[config.mk]
export PLATFORM = sky130hd
export DESIGN_NAME = mux_nto1_arb
export DESIGN_NICKNAME = d
export VERILOG_FILES = /design/src/rtl/mux_nto1_arb.sv
export SDC_FILE = /design/constraint.sdc
export NUM_CORES = 1
export LEC_CHECK = 0
export ABC_AREA = 1
export CORE_UTILIZATION = 42
export DETAILED_ROUTE_END_ITERATION = 10
export PLACE_DENSITY = 0.85
export SYNTH_ARGS = -nofsm -noshare
export SYNTH_HDL_FRONTEND = slang
export SYNTH_SLANG_ARGS = --single-unit
[constraint.sdc]
create_clock -name clk -period 5.8 [get_ports clk]
set_clock_uncertainty 0.2 [all_clocks]
set_input_delay 0.87 -clock clk [delete_from_list [all_inputs] [get_ports clk]]
set_output_delay 0.87 -clock clk [all_outputs]
set_load 0.05 [all_outputs]
[src/rtl/mux_nto1_arb.sv]
// N-to-1 registered selector with valid/ready handshake.
// Channels are picked either by a fixed index or by a round-robin scan.
module mux_nto1_arb #(
    parameter int WIDTH = 32,
    parameter int N     = 4,
    parameter int SELW  = (N > 1) ? $clog2(N) : 1
) (
    input  logic               clk,
    input  logic               rst,
    input  logic [N*WIDTH-1:0] in_data_i,
    input  logic [N-1:0]       in_valid_i,
    output logic [N-1:0]       in_ready_o,
    input  logic               mode_i,
    input  logic [SELW-1:0]    sel_i,
    output logic [WIDTH-1:0]   out_data_o,
    output logic [SELW-1:0]    out_chan_o,
    output logic               out_valid_o,
    input  logic               out_ready_i
);

    logic [WIDTH-1:0] chan_data [N];
    logic [N-1:0]     grant;
    logic [SELW-1:0]  grant_idx;
    logic             any_grant;
    logic             load;
    logic [WIDTH-1:0] sel_data;
    int               scan_idx;
    logic             scan_found;

    logic [WIDTH-1:0] out_data_q,  out_data_d;
    logic [SELW-1:0]  out_chan_q,  out_chan_d;
    logic             out_valid_q, out_valid_d;
    logic [SELW-1:0]  rr_ptr_q,    rr_ptr_d;

    for (genvar gi = 0; gi < N; gi++) begin : g_split
        assign chan_data[gi] = in_data_i[gi*WIDTH +: WIDTH];
    end

    // The register can take a new word when empty or when it drains this cycle.
    assign load = !out_valid_q || out_ready_i;

    always_comb begin
        grant      = '0;
        grant_idx  = '0;
        scan_idx   = 0;
        scan_found = 1'b0;
        if (mode_i) begin
            for (int k = 0; k < N; k++) begin
                scan_idx = int'(rr_ptr_q) + k;
                if (scan_idx >= N) scan_idx = scan_idx - N;
                if (!scan_found && in_valid_i[scan_idx]) begin
                    scan_found       = 1'b1;
                    grant[scan_idx]  = 1'b1;
                    grant_idx        = SELW'(scan_idx);
                end
            end
        end else begin
            for (int i = 0; i < N; i++) begin
                if (sel_i == SELW'(i) && in_valid_i[i]) begin
                    grant[i]  = 1'b1;
                    grant_idx = SELW'(i);
                end
            end
        end
    end

    assign any_grant  = |grant;
    assign in_ready_o = grant & {N{load}};

    // One-hot AND-OR mux; safe for non-power-of-two N.
    always_comb begin
        sel_data = '0;
        for (int i = 0; i < N; i++) begin
            if (grant[i]) sel_data = sel_data | chan_data[i];
        end
    end

    always_comb begin
        out_data_d  = out_data_q;
        out_chan_d  = out_chan_q;
        out_valid_d = out_valid_q;
        rr_ptr_d    = rr_ptr_q;
        if (load) begin
            if (any_grant) begin
                out_data_d  = sel_data;
                out_chan_d  = grant_idx;
                out_valid_d = 1'b1;
                if (mode_i) begin
                    rr_ptr_d = (grant_idx == SELW'(N-1)) ? '0 : grant_idx + 1'b1;
                end
            end else begin
                out_valid_d = 1'b0;
            end
        end
    end

    always_ff @(posedge clk or posedge rst) begin
        if (rst) begin
            out_data_q  <= '0;
            out_chan_q  <= '0;
            out_valid_q <= 1'b0;
            rr_ptr_q    <= '0;
        end else begin
            out_data_q  <= out_data_d;
            out_chan_q  <= out_chan_d;
            out_valid_q <= out_valid_d;
            rr_ptr_q    <= rr_ptr_d;
        end
    end

    assign out_data_o  = out_data_q;
    assign out_chan_o  = out_chan_q;
    assign out_valid_o = out_valid_q;

endmodule

# Word-level counts from Yosys, hierarchy flattened
# Index checks and enable logic that the tools add are counted.
# Widths: inputs -> output; s select.
# word_totals
reg_bits	37
inputBits	138
output_inout_bits	39
wordCells	115
# op_classes
add_sub_neg	8
order_cmp	12
eq_ne	4
muxes	60
n_bitwise	7
n_reduce_logical	20
# op_table
cell	n
$mux 32	12
$ge 32x1->1 const B	4
$lt 32x4->1 const B	4
$or 32x32->32	3
$mux 4	8
$mux 1	24
$mux 2	8
$or 4x4->4	3
$sub 3x3->4 const B	3
$logic_and 1x1->1	11
$ge 3x3->1 const B	3
$bmux 1 s2	4
$demux 1 s2	4
$add 2x2->3 const B	2
$eq 2x2->1 const B	3
$and 4x4->4	1
$logic_not 1->1	4
$reduce_or 4->1	1
$sub 2x3->4 const B	1
$add 2x1->3 const B	1
$ge 2x3->1 const B	1
$reduce_and 3->1	1
$add 2x1->2 const B	1
$eq 2x1->1 const B	1
3 further kinds	3

# Depth between registers and ports, before layout
# Gate-level depths: netlist of the first run.
# logic_depth
word_depth	27
ltp_mapped	18

# Worst setup path after synthesis of the first run
# No wires, ideal clock.
# synth_timing
path_kind	in2out
startpoint	input in_valid_i[3]
endpoint	output in_ready_o[1]
arrival_time_ns	2.314
slack_ns	2.416
stages	11
n_path_buf	0
cell_sequence	inv_1 -> nand2_1 -> nand3_2 -> nand2_4 -> inv_2 -> nand2_1 -> nor2_2 -> nand2_1 -> nand3_1 -> nand2_2 -> nor2_1
# synth_via
elab_chain_cells	18
elab_cells_between_ends	36
classes_between	mux: 26; bitwise: 4; reduce/logical: 6
# synth_lines
item	line_no	source
from (decl)	11	input logic [N-1:0] in_valid_i,
$bmux 1 s2	51	if (!scan_found && in_valid_i[scan_idx]) begin
$mux 1 (implied by the code) (2 in a row)	51	
$mux 1	51	
$mux 1	47	if (mode_i) begin
$logic_not 1->1	51	
$logic_and 1x1->1	51	
$mux 1	51	
$mux 1	47	
$logic_not 1->1	51	
$logic_and 1x1->1	51	
$mux 1	51	
$mux 1	47	
$logic_not 1->1	51	
$logic_and 1x1->1	51	
$mux 4 (*)	51	
$mux 4 (*)	47	
$and 4x4->4 (*)	68	assign in_ready_o = grant & {N{load}};
to (decl)	12	output logic [N-1:0] in_ready_o,
# Mark *: on every way between the ends. The rest lies on a longest branch, timed or not. The select of a mux whose other input is x is not followed.

# Worst setup path in the final report of the first run
# layout_timing
startpoint	input in_valid_i[3]
endpoint	output in_ready_o[3]
# layout_via
elab_chain_cells	18
elab_cells_between_ends	38
classes_between	mux: 27; bitwise: 4; reduce/logical: 7
# layout_lines
item	line_no
$bmux 1 s2	51
$mux 1 (implied by the code) (2 in a row)	51
$mux 1	51
$mux 1	47
$logic_not 1->1	51
$logic_and 1x1->1	51
$mux 1	51
$mux 1	47
$logic_not 1->1	51
$logic_and 1x1->1	51
$mux 1	51
$mux 1	47
$logic_not 1->1	51
$logic_and 1x1->1	51
$mux 4	51
$mux 4 (*)	47
$and 4x4->4 (*)	68
# Marked as above.

==> impl_metrics.env, run 1 <==
export IMPL_power_density_over_cell_area_nw_per_um2=478
export IMPL_cp_data_arrival_time_ns=3.65
export IMPL_worst_slew_margin_rel=0.303
export IMPL_design_portCount=177
export IMPL_floorplan_die_height_um=87.4
export IMPL_setup_worst_path_class="primary input to output port"
export IMPL_cts_repair_timing_setup_buffer_count=0
export IMPL_synth_sequential_area_ratio=0.302
export IMPL_final_period_utilization=0.814
export IMPL_num_vias=3686
export IMPL_drt_first_iter_violations=162
export IMPL_first_global_vias=3354
export IMPL_mappedNetlistNets=626
export IMPL_finish_cell_count_without_fillers=743
export IMPL_setup_total_negative_slack_ns=0
export IMPL_critPathBufInv=3
export IMPL_grtUsageTotal=0.272
export IMPL_reg2reg_slack_ns=2.17
export IMPL_htreeDepth=2
export IMPL_critical_path_top_delay_family="simple AND/OR/NAND/NOR gates"
export IMPL_tightest_slew_ns=1.04
export IMPL_antenna_found_initial=0
export IMPL_holdBufCountCts=0
export IMPL_starting_density=0.443
export IMPL_dominant_register_cell_in_the_synthesized_netlist="sky130_fd_sc_hd__dfrtp_1"
export IMPL_timing_max_cap_violations=0
export IMPL_tritoncts_num_buffers=5
export IMPL_route_detailed_vias_per_inst=4.96
export IMPL_number_of_diodes=0
export IMPL_multiInputGateArea_sq_um=1900
export IMPL_globalRouteOverflowTotal=0
export IMPL_switching_fraction=0.564
export IMPL_drc=0
export IMPL_number_of_enable_flip_flop_cells_after_synthesis=0
export IMPL_power_share_sequential=0.202
export IMPL_maximum_fanout_along_the_worst_path=33
export IMPL_fin_crit_ns=4.72
export IMPL_post_drt_wl_per_cell_um=14.3
export IMPL_timing_critical_path_cells="clkdlybuf4s50_1 > inv_1 > nand2_1 > nand3_2 > nand2_4 > nand2_1 > nand2_1 > nor2_1 > nand3_2 > nand2_2 > nor2_1 > clkdlybuf4s50_1"
export IMPL_clock_fmax_ghz=0.212
export IMPL_detailedRoute_firstPassIterationCount=4
export IMPL_tritoncts="built"
export IMPL_floorplan_rows=30
export IMPL_die_area_sq_um=7640
export IMPL_cts_resized=0
export IMPL_clockRootBuffer="sky130_fd_sc_hd__clkbuf_8"
export IMPL_final_cell_mix="sky130_fd_sc_hd__nand2_1, sky130_fd_sc_hd__clkdlybuf4s50_1, sky130_fd_sc_hd__nand3_1"
export IMPL_worst_path_largest_cell_delay_ns=0.72
export IMPL_yosys_area_top_type_share=0.331
export IMPL_share_clk_of_total_power=0.075
export IMPL_p_switching_mw=1.32
export IMPL_synthesis_area_per_instance_sq_um=6.34
export IMPL_hold_path_startpoint="out_data_o[25]"
export IMPL_area_delta_synth_final_pct=59.8
export IMPL_cp_slowest_cell="sky130_fd_sc_hd__clkdlybuf4s50_1"
export IMPL_clk_latency_ns=0.28
export IMPL_filler_cell_count=590
export IMPL_grt_pass1_wl_mm=16.0
export IMPL_critical_path_most_common_cell="sky130_fd_sc_hd__nand2_1"
export IMPL_run_status="complete, no violations"
export IMPL_timing_hold_violations_final=0
export IMPL_gpl_final_weighted_congestion=0.842
export IMPL_start_kind="primary input"
export IMPL_worst_hold_path_endpoint="out_data_o[25]"
export IMPL_post_synth_instance_area_sq_um=3060
export IMPL_crit_reg2reg_launch="rr_ptr_q[0]"
export IMPL_timing_final_max_slew_violations=0
export IMPL_required_ns=4.73
export IMPL_min_path_type="flip-flop to flip-flop"
export IMPL_synthCells=483
export IMPL_synthesized_flop_and_latch_total=37
export IMPL_intPower_mw=1.02
export IMPL_hpwlAfterDp_mm=7.92
export IMPL_synthDominantAreaCellType="sky130_fd_sc_hd__nand2_1"
export IMPL_rsz0062_at_grt="no"
export IMPL_holdPathStages=2
export IMPL_route_antenna_remaining_nets=0
export IMPL_worst_ir_drop_vdd_mv=0.223
export IMPL_grt_max_degree=38
export IMPL_combinationalPowerShare=0.723
export IMPL_portBuffers=176
export IMPL_area_sequential_sq_um=926
export IMPL_drive_gt1_frac=0.0989
export IMPL_numClockSinks=37
export IMPL_synth_cell_type_count=24
export IMPL_drt_wl_total_mm=10.6
export IMPL_netlist_top_cells_area="sky130_fd_sc_hd__nand2_1, sky130_fd_sc_hd__dfrtp_1, sky130_fd_sc_hd__nand3_1, sky130_fd_sc_hd__o21ai_2, sky130_fd_sc_hd__buf_6"
export IMPL_commonest_non_fill_non_tap_cell_in_the_layout="sky130_fd_sc_hd__nand2_1"
export IMPL_floorplan_core_area_sq_um=6910
export IMPL_rr_endpoint="out_data_o[21]"
export IMPL_rr_worst_depth=15
export IMPL_placed_cells_incl_taps=735
export IMPL_power_leakage_nw=2.43
export IMPL_clkSlewWorstSetupHoldPaths_ns=0.07
export IMPL_synthArstFlopShare=1.00
export IMPL_ys_warn_count=0
export IMPL_setup_viol=0
export IMPL_critical_path_endpoint_type="output port"
export IMPL_clockBufferDepth=2
export IMPL_die_w_um=87.4
export IMPL_layout_nets=789
[final cells by class]
| cell class | instances | share of cell area |
|---|---|---|
| repair buffers | 178 | 0.363 |
| flip-flops and latches | 37 | 0.189 |
| well taps | 96 | 0.0245 |
| multi-input cells | 401 | 0.389 |
| clock inverters | 2 | 0.00205 |
| inverters | 23 | 0.0176 |
| clock buffers | 6 | 0.0148 |
[flip-flops by register name, summed over array words and instances, names as in the netlist]
register / count
out_chan_o: 2
out_data_o: 32
out_valid_o: 1
rr_ptr_q: 2
[logic make-up (layout without fill, tap and decap cells)]
| group | Yosys count | count (layout) | share of synthesized area |
|---|---|---|---|
| simple gates | 355 | 355 | 0.497 |
| buf+inv | 45 | 209 | 0.0764 |
| compound gates | 41 | 41 | 0.104 |
| flops | 37 | 37 | 0.302 |
| fa+ha+maj | 5 | 5 | 0.0204 |
[worst max path at each step]
stage / start / cells past startpoint / to / slack, ns
6_report: in_valid_i[3] / 12 / in_ready_o[3] / 1.08
3_5_place_dp: in_valid_i[3] / 12 / in_ready_o[3] / 1.06
2_1_floorplan: in_valid_i[3] / 11 / in_ready_o[1] / 2.42
3_3_place_gp: in_valid_i[3] / 12 / in_ready_o[3] / 1.08
4_1_cts: in_valid_i[3] / 12 / in_ready_o[3] / 1.06
5_1_grt: rr_ptr_q[0] / 12 / in_ready_o[3] / 0.86
[layer usage]
layer / GRT usage / share of wire / vias up
met1: 0.321 / 0.39 / 1687
li1: - / - / 1842
met3: 0.0701 / 0.091 / 14
met4: 0.0611 / 0.012 / 0
met5: 0 / 0 / -
met2: 0.494 / 0.50 / 143
[cells in the mapped netlist (3+ instances only)]
cell type	count
sky130_fd_sc_hd__nand2_1	270
sky130_fd_sc_hd__inv_1	15
sky130_fd_sc_hd__buf_2	7
sky130_fd_sc_hd__nand2_4	4
sky130_fd_sc_hd__nand2_2	8
sky130_fd_sc_hd__nor2_8	3
sky130_fd_sc_hd__buf_6	6
sky130_fd_sc_hd__inv_2	8
sky130_fd_sc_hd__a21oi_1	3
sky130_fd_sc_hd__o21ai_0	4
sky130_fd_sc_hd__o21ai_2	29
sky130_fd_sc_hd__o21ai_1	3
sky130_fd_sc_hd__clkbuf_1	6
sky130_fd_sc_hd__nor2_1	9
sky130_fd_sc_hd__dfrtp_1	37
sky130_fd_sc_hd__nand3_1	55
sky130_fd_sc_hd__buf_4	3
sky130_fd_sc_hd__ha_1	5
[power by group through the flow]
stage / clock network [mW] / registers (mW) / logic (mW)
after CTS: 0.181 / 0.472 / 1.70
after detailed placement: 0 / 0.476 / 1.69
after floorplan: 0 / 0.883 / 0.776
after global placement: 0 / 0.472 / 1.68
final: 0.176 / 0.472 / 1.69
after global routing: 0.190 / 0.485 / 1.83
[tightest hold or removal path: stages, from the launching register on]
cell                      delay, ns
sky130_fd_sc_hd__dfrtp_1       0.35
sky130_fd_sc_hd__nand2_1       0.05
sky130_fd_sc_hd__nand2_1       0.05
[stage by stage]
step	utilization	setup WS, ns	power (mW)	hold WS [ns]	area (sq um)
5_1_grt	0.709	0.864	2.50	0.301	4890
6_report	0.709	1.08	2.34	0.283	4890
3_3_place_gp	0.697	1.08	2.15	0.262	4810
3_5_place_dp	0.697	1.06	2.17	0.264	4810
2_1_floorplan	-	2.42	1.66	0.371	3060
4_1_cts	0.709	1.06	2.35	0.284	4890
Power figures use the tool's default switching activity.
==> run 2, diff against run 1 <==
Settings changed: CORE_UTILIZATION 42 to 35, PLACE_DENSITY 0.85 to 0.75.
Clock period 5.8 ns to 4 ns, I/O delays scaled along.
==> run 2 against run 1 <==
  * Count of clock-buffer cells in the layout unchanged
  * Clock power grew 92%
  * Core utilization shrank 11 points
  * Cell area is 1.9% higher
  * Sequential cell count is the same
  * Critical endpoint is now in_ready_o[2]
  * Critical path type is now flip-flop to output port
  * Sequential power is 39% higher
  * Hold slack lost 0.0045 ns
  * Largest cell class unchanged
  * Combinational power is 49% higher
  * Power is 50% higher
==> impl_metrics.env, run 2 (synthesized netlist as in run 1, its figures left out) <==
export IMPL_num_vias=3634
export IMPL_holdBufCountCts=0
export IMPL_power_density_over_cell_area_nw_per_um2=702
export IMPL_globalRouteOverflowTotal=0
export IMPL_gr_usage_met3=0.0606
export IMPL_cp_data_arrival_time_ns=2.93
export IMPL_worst_ir_drop_vdd_mv=0.357
export IMPL_setup_total_negative_slack_ns=0
export IMPL_share_clk_of_total_power=0.097
export IMPL_clockRootBuffer="sky130_fd_sc_hd__clkbuf_8"
export IMPL_filler_cell_count=769
export IMPL_final_cell_mix="sky130_fd_sc_hd__nand2_1, sky130_fd_sc_hd__clkdlybuf4s50_1, sky130_fd_sc_hd__nand3_1"
export IMPL_drt_wl_total_mm=10.4
export IMPL_min_path_type="flip-flop to flip-flop"
export IMPL_htreeDepth=2
export IMPL_drc=0
export IMPL_cp_slowest_cell="sky130_fd_sc_hd__clkdlybuf4s50_1"
export IMPL_antenna_found_initial=0
export IMPL_drt_first_iter_violations=74
export IMPL_worst_slew_margin_rel=0.482
export IMPL_floorplan_rows=33
export IMPL_fin_ws_ns=0.270
export IMPL_floorplan_core_area_sq_um=8340
export IMPL_die_w_um=95.5
export IMPL_commonest_non_fill_non_tap_cell_in_the_layout="sky130_fd_sc_hd__nand2_1"
export IMPL_stdcell_area_sq_um=4990
export IMPL_grtUsageTotal=0.231
export IMPL_combinationalPowerShare=0.716
export IMPL_grt_max_degree=38
export IMPL_post_place_ws_ns=0.297
export IMPL_global_route_usage_met2=0.441
export IMPL_critical_path_top_delay_family="buffers and inverters"
export IMPL_clk_latency_ns=0.29
export IMPL_p_switching_mw=1.91
export IMPL_route_antenna_remaining_nets=0
export IMPL_fin_crit_ns=3.73
export IMPL_hpwlAfterDp_mm=7.71
export IMPL_first_global_vias=3497
export IMPL_route_detailed_vias_per_inst=4.80
export IMPL_intPower_mw=1.59
export IMPL_placed_cell_area_sq_um=4870
export IMPL_die_area_sq_um=9130
export IMPL_fin_util=0.598
export IMPL_critical_path_most_common_cell="sky130_fd_sc_hd__nand3_1"
export IMPL_tightest_slew_ns=0.776
export IMPL_timing_max_cap_violations=0
export IMPL_critPathBufInv=4
export IMPL_drive_gt1_frac=0.112
export IMPL_design_portCount=177
export IMPL_largest_reg_flops=32
export IMPL_run_status="complete, no violations"
export IMPL_required_ns=3.20
export IMPL_power_share_sequential=0.187
export IMPL_power_leakage_nw=2.48
export IMPL_cts_repair_timing_setup_buffer_count=0
export IMPL_tritoncts="built"
export IMPL_switching_fraction=0.547
export IMPL_clock_fmax_ghz=0.268
export IMPL_floorplan_die_height_um=95.5
export IMPL_starting_density=0.367
export IMPL_multiInputGateArea_sq_um=1900
export IMPL_start_kind="flip-flop"
export IMPL_critical_path_endpoint_type="output port"
export IMPL_maximum_fanout_along_the_worst_path=10
export IMPL_clkSlewWorstSetupHoldPaths_ns=0.08
export IMPL_timing_hold_violations_final=0
export IMPL_numClockSinks=37
export IMPL_tritoncts_num_buffers=5
export IMPL_timing_critical_path_cells="inv_2 > ha_1 > inv_1 > nand3_1 > nand2_2 > inv_2 > nor2_8 > nand3_1 > nand3_1 > nand2_2 > nor2_1 > clkdlybuf4s50_1"
export IMPL_groute_layer_met1_usage=0.250
export IMPL_grt_pass1_wl_mm=16.2
export IMPL_cts_resized=0
export IMPL_layout_nets=794
export IMPL_setup_viol=0
export IMPL_portBuffers=176
export IMPL_detailedRoute_firstPassIterationCount=6
export IMPL_gr_max_usage_layer="met2"
export IMPL_clockBufferDepth=2
export IMPL_post_drt_wl_per_cell_um=13.8
export IMPL_final_period_utilization=0.933
export IMPL_area_delta_synth_final_pct=62.9
export IMPL_setup_worst_path_class="flip-flop to output port"
export IMPL_gpl_final_weighted_congestion=0.822
export IMPL_worst_path_largest_cell_delay_ns=0.82
export IMPL_area_sequential_sq_um=926
export IMPL_rsz0062_at_grt="no"
export IMPL_timing_final_max_slew_violations=0
export IMPL_number_of_diodes=0
==> run 2: final timing paths <==
kind / startpoint / end / slack [ns] / cells past startpoint
min reg2reg: out_data_o[5] / out_data_o[5] / 0.28 / 2
max reg2reg: rr_ptr_q[0] / out_data_o[2] / 0.88 / 16
min: out_data_o[5] / out_data_o[5] / 0.28 / 2
max in group asynchronous: rst / rr_ptr_q[1] / 2.53 / 2
max: rr_ptr_q[0] / in_ready_o[2] / 0.27 / 12
min in group asynchronous: rst / out_data_o[1] / 0.58 / 2
==> run 2: layer usage <==
metal	wire [um]	vias up	share of wire
met5	0	-	0
met3	879	14	0.084
met2	5160	135	0.50
met4	194	0	0.019
met1	4180	1637	0.40
li1	-	1848	-
==> run 2: worst reg2reg max path, delay by kind of cell (launching register included) <==
family,cells,cell delay [ns]
buf+inv,4,1.11
simple gates,10,1.01
flops,1,0.39
fa+ha+maj,1,0.31
compound gates,1,0.06
==> run 2: stage by stage <==
stage               total power, mW  hold slack (ns)  instances
floorplan                      2.40            0.371        483
global placement               3.16            0.261        749
detailed placement             3.18            0.264        749
CTS                            3.53            0.285        757
global route                   3.76            0.309        757
finish                         3.50            0.279        757
==> run 2: area by class of cell <==
type                    count  area share
clock buffers               6      0.0166
clock inverters             2     0.00753
repair buffers            183       0.365
well taps                 105      0.0263
multi-input cells         401       0.381
inverters                  23      0.0173
flip-flops and latches     37       0.186
==> run 2: power by group through the flow <==
stage	logic [mW]	clock network [mW]	registers, mW
floorplan	1.12	0	1.28
global placement	2.51	0	0.654
detailed placement	2.52	0	0.661
CTS	2.53	0.347	0.658
global route	2.71	0.366	0.680
finish	2.51	0.338	0.656
==> run 3, diff against run 2 <==
Settings changed: CTS_CLUSTER_DIAMETER set to 50.
==> results of run 3 <==
No change in the layout: final DEF, timing and power equal those of run 2.
